`config.mk`:
```
export PLATFORM = sky130hd
export DESIGN_NAME = decoder_3x8_stream
export DESIGN_NICKNAME = d
export VERILOG_FILES = /design/src/rtl/decoder_pkg.sv /design/src/rtl/decoder_fifo2.sv /design/src/rtl/decoder_3x8_stream.sv
export SDC_FILE = /design/constraint.sdc
export NUM_CORES = 1
export LEC_CHECK = 0
export ABC_AREA = 0
export BUFFER_PORTS_ARGS = -buffer_cell sky130_fd_sc_hd__buf_2
export CAP_MARGIN = 5
export CORE_AREA = 3 3 40 42
export DETAILED_ROUTE_END_ITERATION = 16
export DIE_AREA = 0 0 43 45
export HOLD_SLACK_MARGIN = 0.15
export PLACE_DENSITY = 0.76
export SYNTH_ARGS = -nofsm -noshare
export SYNTH_HDL_FRONTEND = slang
export SYNTH_HIERARCHICAL = 1
export SYNTH_SLANG_ARGS = --single-unit
```
`constraint.sdc`:
```
create_clock -name clk -period 1.25 [get_ports clk]
set_input_delay 0 -clock clk [delete_from_list [all_inputs] [get_ports clk]]
set_output_delay 0 -clock clk [all_outputs]
set_load 0.05 [all_outputs]
```
`src/rtl/decoder_pkg.sv`:
```
// Shared types and helpers for the 3-to-8 stream decoder.
package decoder_pkg;

  localparam int CODE_W   = 3;
  localparam int ONEHOT_W = 8;

  typedef logic [CODE_W-1:0]   code_t;
  typedef logic [ONEHOT_W-1:0] onehot_t;

  // Buffer occupancy doubles as the control state.
  typedef enum logic [1:0] {
    EMPTY = 2'd0,
    ONE   = 2'd1,
    FULL  = 2'd2
  } occ_e;

  // Binary code to one-hot word: bit k set iff code == k.
  function automatic onehot_t code_to_onehot(input code_t code);
    return onehot_t'(1) << code;
  endfunction

endpackage

```
`src/rtl/decoder_fifo2.sv`:
```
// Two-entry code buffer: 1-bit read/write pointers, occupancy state,
// ready/valid derived from registered occupancy only.
module decoder_fifo2
  import decoder_pkg::*;
(
  input  logic  clk,
  input  logic  rst,
  input  logic  push_i,
  input  code_t data_i,
  output logic  ready_o,
  input  logic  pop_i,
  output logic  valid_o,
  output code_t head_o
);

  occ_e  occ_q;
  logic  wptr_q;
  logic  rptr_q;
  code_t mem_q [2];

  logic accept;
  logic emit;

  // Handshake qualifiers come from registered state, so ready never depends on pop_i.
  always_comb begin
    ready_o = (occ_q != FULL);
    valid_o = (occ_q != EMPTY);
    accept  = push_i && ready_o;
    emit    = pop_i && valid_o;
    head_o  = mem_q[rptr_q];
  end

  // Occupancy state and pointers; reset wins over any concurrent transfer.
  always_ff @(posedge clk) begin
    if (rst) begin
      occ_q  <= EMPTY;
      wptr_q <= 1'b0;
      rptr_q <= 1'b0;
    end else begin
      if (accept) wptr_q <= ~wptr_q;
      if (emit)   rptr_q <= ~rptr_q;
      if (accept && !emit) begin
        occ_q <= (occ_q == EMPTY) ? ONE : FULL;
      end else if (emit && !accept) begin
        occ_q <= (occ_q == FULL) ? ONE : EMPTY;
      end
    end
  end

  // Storage is data only; stale entries are never visible because valid gates them.
  always_ff @(posedge clk) begin
    if (accept) mem_q[wptr_q] <= data_i;
  end

endmodule

```
`src/rtl/decoder_3x8_stream.sv`:
```
// Registered 3-to-8 one-hot decoder with valid/ready stream and 2-entry buffer.
// Optional transfer counter enabled by defining DECODE_COUNT_EN.
module decoder_3x8_stream
  import decoder_pkg::*;
#(
  parameter int CNT_W = 16
) (
  input  logic          clk,
  input  logic          rst,
  input  logic          in_valid,
  output logic          in_ready,
  input  logic [2:0]    in_code,
  output logic          out_valid,
  input  logic          out_ready,
  output logic [7:0]    out_onehot
`ifdef DECODE_COUNT_EN
  ,
  output logic [CNT_W-1:0] out_count
`endif
);

  code_t head;

  decoder_fifo2 u_fifo (
    .clk     (clk),
    .rst     (rst),
    .push_i  (in_valid),
    .data_i  (in_code),
    .ready_o (in_ready),
    .pop_i   (out_ready),
    .valid_o (out_valid),
    .head_o  (head)
  );

  // Decode the head entry; force zero when nothing is buffered so the output is never X.
  always_comb begin
    out_onehot = out_valid ? code_to_onehot(head) : '0;
  end

`ifdef DECODE_COUNT_EN
  logic [CNT_W-1:0] cnt_q;
  logic [CNT_W-1:0] cnt_d;

  // Next count: one per completed output transfer, wrapping naturally.
  always_comb begin
    cnt_d = cnt_q;
    if (out_valid && out_ready) cnt_d = cnt_q + CNT_W'(1);
  end

  // Transfer counter register.
  always_ff @(posedge clk) begin
    if (rst) cnt_q <= '0;
    else     cnt_q <= cnt_d;
  end

  assign out_count = cnt_q;
`endif

endmodule

```
==> results by group, run 1 <==
Outcome
  – Status: complete, but fails checks
  – Failing checks: setup timing

GRT
  – Grt ovf: 0
  – Largest net degree at the start of global routing: 10
  – First-pass GRT wire length: 1.48 mm
  – Vias in the first global route: 391
  – Gr usage total: 10.1%
  – Met3 Track Usage GR: 1.59%
  – Met2 usage: 18.6%
  – Initial antenna violation count: 0
  – Busiest grt layer: met2
  – GR Util met1: 10.3%

STA
  – Max Slew Vio Count: 0
  – Layout Skew: 0.00578 ns
  – Period utilisation layout: 117%
  – Slew Limit Headroom: 81.5%
  – Final worst path period need: 1.46 ns
  – Final setup vio count: 8
  – Measured slew at the worst slew-check pin: 0.277 ns
  – Final hold violation count: 0
  – RSZ-0062 raised after global routing: yes
  – Fmax: 685 MHz
  – Worst setup margin: -0.209 ns

Final layout
  – Filler cell count: 97
  – Finished Layout Cells: 84
  – Final core utilization: 63.0%
  – Final nets: 77
  – Area Overhead vs Synth: 49.1%
  – Antenna diode count: 0
  – Layout cells sized above 1: 50.7%

CTS
  – CTS Buffer Depth: 2
  – Clock latency at the later pin of the worst-skew pair: 0.26 ns
  – H-tree Lvls: 1
  – TritonCTS buffer count: 3
  – Post-CTS Setup Bufs: 0
  – Clk sinks: 11
  – CTS tree: yes
  – Worst-path clk slew: 0.07 ns
  – Root Driver: clkbuf_4

Worst setup path
  – R2r setup slk: 0.05 ns
  – WP data arrival: 1.46 ns
  – Worst r2r src: u_fifo/occ_q[0]
  – CP max FO: 8
  – Cell family with most CP delay: flip-flops
  – Critical path cell sequence: mux2_4 > nor4b_4 > buf_6
  – Element type at the critical path start: register
  – R2R depth: 3
  – Slowest-stage cell, CP: dfxtp_4
  – CP Buf/Inv Count: 1
  – Crit. path cell count: 3
  – Required time worst endpoint: 1.25 ns
  – Crit path largest cell delay: 0.37 ns
  – CP Capture Type: output pin
  – R2r endpoint: u_fifo/mem_q[0][1]
  – Crit path kind: register to output pin

Placement
  – Final HPWL DP: 673 um
  – Dpl cells: 74
  – # port buffers: 16
  – GPL Wtd Cong: 0.689

Power and ir drop
  – Clk pwr share: 26.0%
  – Switching Power: 239 uW
  – Power per cell area: 1080 nW/um^2
  – Sequential group share of total power: 48.7%
  – Leakage: 0.334 nW
  – Max IR drop VDD: 0.572 mV
  – Int Power: 635 uW
  – Comb pwr share: 25.2%
  – Net Sw Frac: 27.4%

Min path
  – Hold Path Stages: 2
  – Hold_sp: in_code[0]
  – Worst hold-check path type: primary input to register
  – Hold EP: u_fifo/mem_q[1][0]

Routing
  – Drt wl/cell: 10.7 um
  – Antenna-violating nets left: 0
  – Final WL: 900 um
  – DRT iter0 DRCs: 2
  – DR pass1 iterations: 4
  – Drt via density: 5.12
  – DRC violations left: 0
  – Vias: 430

Logic synthesis
  – Synth unique cells: 25
  – Register area share after synthesis: 51.6%
  – Synth warnings: 6
  – Post-synthesis cell area: 543 um^2
  – Synth Net Count: 50
  – #FFs+latches synth: 11
  – Avg Cell Area, Syn: 12.6 um^2
  – Post-Synthesis Cells: 43

Floorplanning
  – Die area: 1940 um^2
  – Die Span Y: 45 um
  – Core outline area: 1280 um^2
  – Ports: 17
  – Initial core utilization: 42.3%
  – Site Rows: 13
  – Die width: 43 um

Job
  – Max-capacitance violation count: 0
per-stage QoR:
step           hold slack (ns)  setup TNS (ns)  setup slack [ns]  instance area (um^2)  power [mW]
3_5_place_dp             0.196        -0.00238          -0.00238                   671       0.627
3_3_place_gp             0.190               0           0.00559                   671       0.623
4_1_cts                  0.456           -1.45            -0.210                   810       0.884
5_1_grt                  0.466           -1.71            -0.283                   810       0.911
6_report                 0.470           -1.35            -0.209                   810       0.874
2_1_floorplan           0.0650          -0.106            -0.106                   572       0.583
repair_timing:
action,CTS,global route
pin swaps,1,0
hold buffers,6,0
setup endpoints to repair,8,8
gates resized for setup,17,0
endpoints found under the hold margin,11,0
cells in the final DEF (no fill, tap or decap):
master and count:
a21oi_1 2, and3_1 1, and4_2 1, and4b_1 1
and4b_2 2, and4bb_2 3, buf_2 8, buf_6 8
clkbuf_1 1, clkbuf_4 3, dfxtp_1 4, dfxtp_4 1
dlygate4sd3_1 6, edfxtp_1 6, inv_1 1, maj3_2 1
mux2_4 4, mux2i_1 1, nand2_1 1, nand2_2 1
nand2b_4 1, nor2_1 5, nor2b_1 1, nor3b_1 1
nor4b_4 1, o21ai_1 1, or2_1 1, or2_4 1
xor2_1 1
state kept, by name, indices dropped and copies added (netlist names), named ones only:
register	flops
u_fifo/mem_q	6
u_fifo/occ_q	2
u_fifo/rptr_q	1
u_fifo/wptr_q	1
cell usage after synthesis:
| cell | instances | area share [%] |
|---|---|---|
| a21oi_1 | 2 | 1.8 |
| and3_1 | 1 | 1.2 |
| and4_2 | 1 | 1.8 |
| and4b_1 | 1 | 1.8 |
| and4b_2 | 2 | 4.1 |
| and4bb_1 | 2 | 4.6 |
| and4bb_2 | 1 | 2.3 |
| dfxtp_1 | 5 | 18 |
| edfxtp_1 | 6 | 33 |
| inv_1 | 1 | 0.69 |
| maj3_2 | 1 | 2.1 |
| mux2_2 | 3 | 6.2 |
| mux2_4 | 1 | 2.8 |
| mux2i_1 | 1 | 1.8 |
| nand2_1 | 1 | 0.69 |
| nand2_2 | 1 | 1.2 |
| nand2b_2 | 1 | 1.6 |
| nor2_1 | 5 | 3.5 |
| nor2b_1 | 1 | 1.2 |
| nor3b_1 | 1 | 1.4 |
| nor4b_2 | 1 | 2.8 |
| o21ai_1 | 1 | 0.92 |
| or2_1 | 1 | 1.2 |
| or2_2 | 1 | 1.2 |
| xor2_1 | 1 | 1.6 |
cell type report:
cell class | count | area, um^2 | area share [%]
Multi-Input combinational cell | 31 | 287 | 35.4
Sequential cell | 11 | 284 | 35.1
Timing Repair Buffer | 22 | 190 | 23.5
Clock buffer | 4 | 26.3 | 3.25
Tap cell | 15 | 18.8 | 2.32
Inverter | 1 | 3.75 | 0.464
per-layer routing:
layer | part of all wire, % | vias up
met5 | 0 | -
met4 | 0 | 0
met3 | 7.6 | 0
met2 | 50 | 14
met1 | 43 | 200
li1 | - | 216
power by group through the flow:
| stage | logic, mW | clock network [mW] | registers (mW) |
|---|---|---|---|
| after floorplan | 0.153 | 0 | 0.430 |
| after CTS | 0.222 | 0.236 | 0.426 |
| after global placement | 0.190 | 0 | 0.434 |
| after global routing | 0.237 | 0.247 | 0.428 |
| after detailed placement | 0.193 | 0 | 0.435 |
| final | 0.221 | 0.227 | 0.426 |
worst reg2reg max path: stages (launching register included):
cell and delay, ns:
dfxtp_1 0.41, nand2b_4 0.17, nand2_2 0.06, nor2_1 0.23
worst max path at each step:
stage / start / slack (ns) / to
floorplan: register / -0.11 / out_onehot[0]
global placement: register / 0.006 / out_onehot[0]
detailed placement: register / -0.002 / out_onehot[0]
CTS: register / -0.21 / out_onehot[0]
global route: register / -0.28 / out_onehot[0]
finish: register / -0.21 / out_onehot[0]
cell families (layout without fill, tap and decap cells):
kind of cell	Yosys count	in the layout	synth area share, %
and+or+nand+nor	21	21	30.4
DFF	11	11	51.6
muxes	5	5	10.8
AOI/OAI and AO/OA	3	3	2.76
adders and majority gates	1	1	2.07
xor gates and xnor gates	1	1	1.61
buffers and inverters	1	27	0.691
Note: power is estimated with default switching activity, not from simulation.
==> run 2, diff against run 1 <==
- PLACE_DENSITY: 0.76 -> 0.77
- SYNTH_HIERARCHICAL: 1 -> default
==> results by group, run 2 <==
GRT
  – Grt ovf: 0
  – First-pass GRT wire length: 2.04 mm
  – Vias in the first global route: 489
  – Initial antenna violation count: 0
  – Largest net degree at the start of global routing: 8
  – Gr usage total: 14.9%

Floorplanning
  – Die area: 1940 um^2
  – Site Rows: 13
  – Core outline area: 1280 um^2
  – Initial core utilization: 42.8%
  – Die width: 43 um
  – Die Span Y: 45 um
  – Ports: 17

STA
  – Measured slew at the worst slew-check pin: 0.295 ns
  – Hold Worst Slack: 0.460 ns
  – Setup Total Neg Slack: -1.31 ns
  – Slew Limit Headroom: 80.2%
  – Final setup vio count: 8
  – Fmax: 692 MHz
  – Period utilisation layout: 116%
  – Worst setup margin: -0.196 ns
  – Max Slew Vio Count: 0
  – Layout Skew: 0.00538 ns
  – Final worst path period need: 1.45 ns
  – RSZ-0062 raised after global routing: yes
  – Final hold violation count: 0

Logic synthesis
  – Avg Cell Area, Syn: 10.0 um^2
  – Flip-flop cell with the highest count after synthesis: edfxtp_1
  – Commonest cells in the netlist: 14 x nor2_1, 6 x edfxtp_1, 5 x dfxtp_1
  – Xor/xnor share of the synthesized area: 1.59%
  – Top cell type's share of synthesized area: 32.7%
  – Cell with the most instances after synthesis: nor2_1
  – Post-Synth Adder-Cell Area: 0%
  – #FFs+latches synth: 11
  – Compound-cell area share of the yosys netlist: 11.1%
  – Synth warnings: 0
  – Register area share after synthesis: 50.9%
  – Synth unique cells: 26
  – Cell taking the most area after synthesis: edfxtp_1
  – Multiplexer area fraction after synthesis: 6.59%
  – Number of synthesized flops with an enable pin: 6
  – Synth Net Count: 62
  – Largest family of logic cells by synthesized area: simple AND/OR/NAND/NOR gates
  – Post-synthesis async set-or-reset flop share: 0%
  – Top cells by area, synth: edfxtp_1 33%, dfxtp_1 18%, nor2_1 9.5%
  – Post-Synthesis Cells: 55
  – Simple-gate area share of the yosys netlist: 26.4%
  – Post-synthesis cell area: 551 um^2

Worst setup path
  – Element type at the critical path start: register
  – CP max FO: 3
  – Crit path largest cell delay: 0.43 ns
  – WP data arrival: 1.45 ns
  – Slowest-stage cell, CP: edfxtp_1
  – Crit path kind: register to output pin
  – CP Buf/Inv Count: 2
  – Critical path cell sequence: and3b_2 > a31oi_4 > buf_6 > nor2_4 > buf_8
  – Cell family with most CP delay: flip-flops
  – Required time worst endpoint: 1.25 ns
  – CP Capture Type: output pin

Final layout
  – Final Cell Area: 966 um^2
  – Most flop-heavy register: u_fifo.mem_q
  – Max reg flops: 6
  – Layout cells sized above 1: 55.2%
  – Top flop regs: u_fifo.mem_q x6, u_fifo.occ_q x2
  – Antenna diode count: 0
  – Commonest cells after routing, fill and taps aside: 8 x nor2_4, 8 x buf_2, 8 x buf_6
  – Finished Layout Cells: 102
  – Final nets: 95
  – Area Overhead vs Synth: 75.5%
  – Final core utilization: 75.2%

CTS
  – CTS tree: yes
  – Clk sinks: 11
  – Root Driver: clkbuf_4
  – Clock latency at the later pin of the worst-skew pair: 0.27 ns
  – TritonCTS buffer count: 3
  – Worst-path clk slew: 0.07 ns
  – CTS Buffer Depth: 2
  – H-tree Lvls: 1

Job
  – Max-capacitance violation count: 0

Routing
  – Vias: 510
  – Antenna-violating nets left: 0
  – Final WL: 1.24 mm
  – DR pass1 iterations: 4
  – DRC violations left: 0
  – DRT iter0 DRCs: 10
  – Drt via density: 5.00
  – Drt wl/cell: 12.1 um

Outcome
  – Status: complete, but fails checks
  – Failing checks: setup timing

Min path
  – Worst hold-check path type: primary input to register

Placement
  – GPL Wtd Cong: 0.717
  – # port buffers: 16
  – Final HPWL DP: 812 um
  – Placed Area: 728 um^2
  – Dpl cells: 89

Power and ir drop
  – Leakage: 0.386 nW
  – Max IR drop VDD: 0.641 mV
  – Power per cell area: 1000 nW/um^2
run 2: worst paths after layout:
check                           slack, ns  cells after the start                from                 end
worst max-delay path                -0.20                      5  u_fifo.mem_q[0][1]       out_onehot[3]
worst min-delay path                 0.46                      2          in_code[1]  u_fifo.mem_q[0][1]
worst max register to register       0.09                      3     u_fifo.occ_q[0]  u_fifo.mem_q[0][0]
worst min register to register       0.50                      2       u_fifo.rptr_q            register
run 2: per-layer routing:
metal / share of wire (%) / wire length, um / track usage [%]
met1: 37 / 452 / 14.8
met2: 55 / 677 / 26.6
met3: 5.3 / 66 / 2.79
met4: 3.4 / 42 / 12.7
met5: 0 / 0 / 0
run 2: kinds of logic (layout without fill, tap and decap cells):
logic type                after synthesis  in the layout
DFF                                    11             11
muxes                                   3              3
AOI/OAI and AO/OA                       9              9
buffers and inverters                   3             35
and+or+nand+nor                        28             28
xor gates and xnor gates                1              1
run 2: what timing repair did:
action                                  in CTS  in global routing
hold buffers                                 6                  0
pin swaps                                    3                  5
cloned                                       0                  0
gates resized for setup                     24                 10
endpoints found under the setup margin       8                 11
buffers inserted                             1                  2
hold endpoints to repair                    11                  0
run 2: through the flow:
| stage | setup slack (ns) | total power [mW] |
|---|---|---|
| after floorplan | -0.0611 | 0.595 |
| after global placement | 0.0426 | 0.652 |
| after detailed placement | 0.0242 | 0.659 |
| after CTS | -0.181 | 0.947 |
| after global routing | -0.236 | 1.01 |
| final | -0.196 | 0.969 |
run 2: report_power, final:
group          total (mW)  internal (mW)  switching [mW]
clock network       0.237          0.123           0.114
registers           0.431          0.410          0.0214
logic               0.300          0.141           0.159
total               0.969          0.675           0.294
run 2: final cells by class:
type | instances | area [um^2]
Multi-Input combinational cell | 41 | 352
Fill cell | 85 | 319
Tap cell | 15 | 18.8
Clock buffer | 4 | 26.3
Sequential cell | 11 | 284
Inverter | 2 | 7.51
Timing Repair Buffer | 29 | 278
==> run 3, diff against run 2 <==
--- a/config.mk
+++ b/config.mk
@@ -14,4 +14,5 @@
 export HOLD_SLACK_MARGIN = 0.15
 export PLACE_DENSITY = 0.77
+export SETUP_SLACK_MARGIN = 0.4
 export SYNTH_ARGS = -nofsm -noshare
 export SYNTH_HDL_FRONTEND = slang
==> constraint.sdc (replaced) <==
create_clock -name clk -period 1.25 [get_ports clk]
set_input_delay 0.25 -clock clk [delete_from_list [all_inputs] [get_ports clk]]
set_output_delay 0.25 -clock clk [all_outputs]
set_load 0.05 [all_outputs]
==> results by group, run 3 (synthesis gave the netlist of run 2 again) <==
Floorplanning
  – Die Span Y: 45 um
  – Site Rows: 13
  – Die area: 1940 um^2
  – Die width: 43 um
  – Core outline area: 1280 um^2
  – Ports: 17
  – Initial core utilization: 42.8%

CTS
  – Clk sinks: 11
  – Root Driver: clkbuf_4
  – Clock latency at the later pin of the worst-skew pair: 0.26 ns
  – TritonCTS buffer count: 3
  – Worst-path clk slew: 0.07 ns
  – Hold buffers post-CTS: 0
  – CTS tree: yes
  – CTS Buffer Depth: 2
  – H-tree Lvls: 1

Worst setup path
  – CP Capture Type: output pin
  – Cell family with most CP delay: flip-flops
  – Critical path cell sequence: mux2_4 > nand2b_4 > nor2_4 > buf_6
  – R2r setup slk: -0.03 ns
  – Slowest-stage cell, CP: dfxtp_4
  – Required time worst endpoint: 1.00 ns
  – Element type at the critical path start: register
  – Crit path kind: register to output pin
  – WP data arrival: 1.43 ns
  – Crit path largest cell delay: 0.37 ns
  – CP Buf/Inv Count: 1
  – CP max FO: 5

Placement
  – # port buffers: 16
  – Final HPWL DP: 851 um
  – GPL Wtd Cong: 0.697
  – Placement Setup Slack: -0.250 ns
  – Placed Area: 758 um^2

Final layout
  – Top flop regs: u_fifo.mem_q x6, u_fifo.occ_q x2
  – Max reg flops: 6
  – Final Cell Area: 983 um^2
  – Antenna diode count: 0
  – Final core utilization: 76.5%
  – Most common cell after layout, fill and taps aside: buf_6
  – Area Overhead vs Synth: 78.6%
  – Commonest cells after routing, fill and taps aside: 10 x buf_6, 9 x nor2_4, 7 x buf_2
  – Layout cells sized above 1: 71.1%
  – Filler cell count: 82
  – Most flop-heavy register: u_fifo.mem_q
  – Final nets: 91

STA
  – Setup Total Neg Slack: -3.48 ns
  – Slew Limit Headroom: 75.7%
  – Measured slew at the worst slew-check pin: 0.365 ns
  – Worst setup margin: -0.431 ns
  – Layout Skew: 0.00295 ns
  – Final hold violation count: 0
  – RSZ-0062 raised after global routing: yes
  – Max Slew Vio Count: 0
  – Final worst path period need: 1.68 ns
  – Period utilisation layout: 135%
  – Fmax: 595 MHz
  – Final setup vio count: 11

Job
  – Max-capacitance violation count: 0

Routing
  – DRT iter0 DRCs: 6
  – Antenna-violating nets left: 0
  – DRC violations left: 0
  – Vias: 506
  – DR pass1 iterations: 4
  – Drt wl/cell: 13.4 um
  – Drt via density: 5.16
  – Final WL: 1.31 mm

Power and ir drop
  – Max IR drop VDD: 0.624 mV
  – Total Power: 981 uW
  – Power per cell area: 998 nW/um^2
  – Int Power: 678 uW
  – Comb pwr share: 32.2%
  – Sequential group share of total power: 44.1%
  – Net Sw Frac: 30.9%
  – Switching Power: 304 uW
  – Clk pwr share: 23.7%
  – Leakage: 0.388 nW

GRT
  – Grt ovf: 0
  – Gr usage total: 14.1%
  – First-pass GRT wire length: 1.99 mm
  – Initial antenna violation count: 0
  – Vias in the first global route: 487
  – Largest net degree at the start of global routing: 8

Outcome
  – Failing checks: setup timing
  – Status: complete, but fails checks

Min path
  – Worst hold-check path type: primary input to register
run 3: worst paths after layout:
check / from / end / depth (start not counted)
setup reg to reg: u_fifo.occ_q[0] / u_fifo.wptr_q / 6
hold / removal: in_code[2] / u_fifo.mem_q[0][2] / 1
hold reg to reg: u_fifo.rptr_q / u_fifo.rptr_q / 2
setup / recovery: register / out_onehot[2] / 4
run 3: power by group through the flow:
stage / registers, mW / clock network, mW / logic [mW]
2_1_floorplan: 0.434 / 0 / 0.184
3_3_place_gp: 0.438 / 0 / 0.225
3_5_place_dp: 0.440 / 0 / 0.229
4_1_cts: 0.431 / 0.239 / 0.280
5_1_grt: 0.436 / 0.254 / 0.336
6_report: 0.432 / 0.233 / 0.316
run 3: what timing repair did:
item,in CTS,in global routing
endpoints found under the setup margin,21,21
pin swaps,8,8
resized for setup,30,12
setup buffers,3,3
gates cloned,0,0
run 3: area by class of cell:
class	instances	area, um^2	area share, %
multi-input combinational	41	407	41.3
sequential	11	287	29.1
timing repair buffer	25	238	24.2
clock buffer	4	26.3	2.67
tap	15	18.8	1.91
inverter	2	7.51	0.763
run 3: per-layer routing:
layer / part of all wire, % / GRT usage (%) / up-vias
li1: - / - / 248
met1: 39 / 14.2 / 239
met2: 56 / 26.3 / 17
met3: 3.3 / 2.39 / 2
met4: 2.1 / 9.64 / 0
met5: 0 / 0 / -
run 3: worst reg2reg max path, stage by stage, from the launching register on:
cell,delay (ns)
dfxtp_2,0.32
buf_6,0.10
buf_6,0.12
nand2b_4,0.15
buf_6,0.12
nand2_4,0.07
mux2_4,0.29
run 3: metrics by stage:
stage                     instances  hold slack, ns
after floorplan                  55           0.312
after global placement           88           0.444
after detailed placement         88           0.442
after CTS                        95           0.170
after global routing             98           0.169
final                            98           0.179
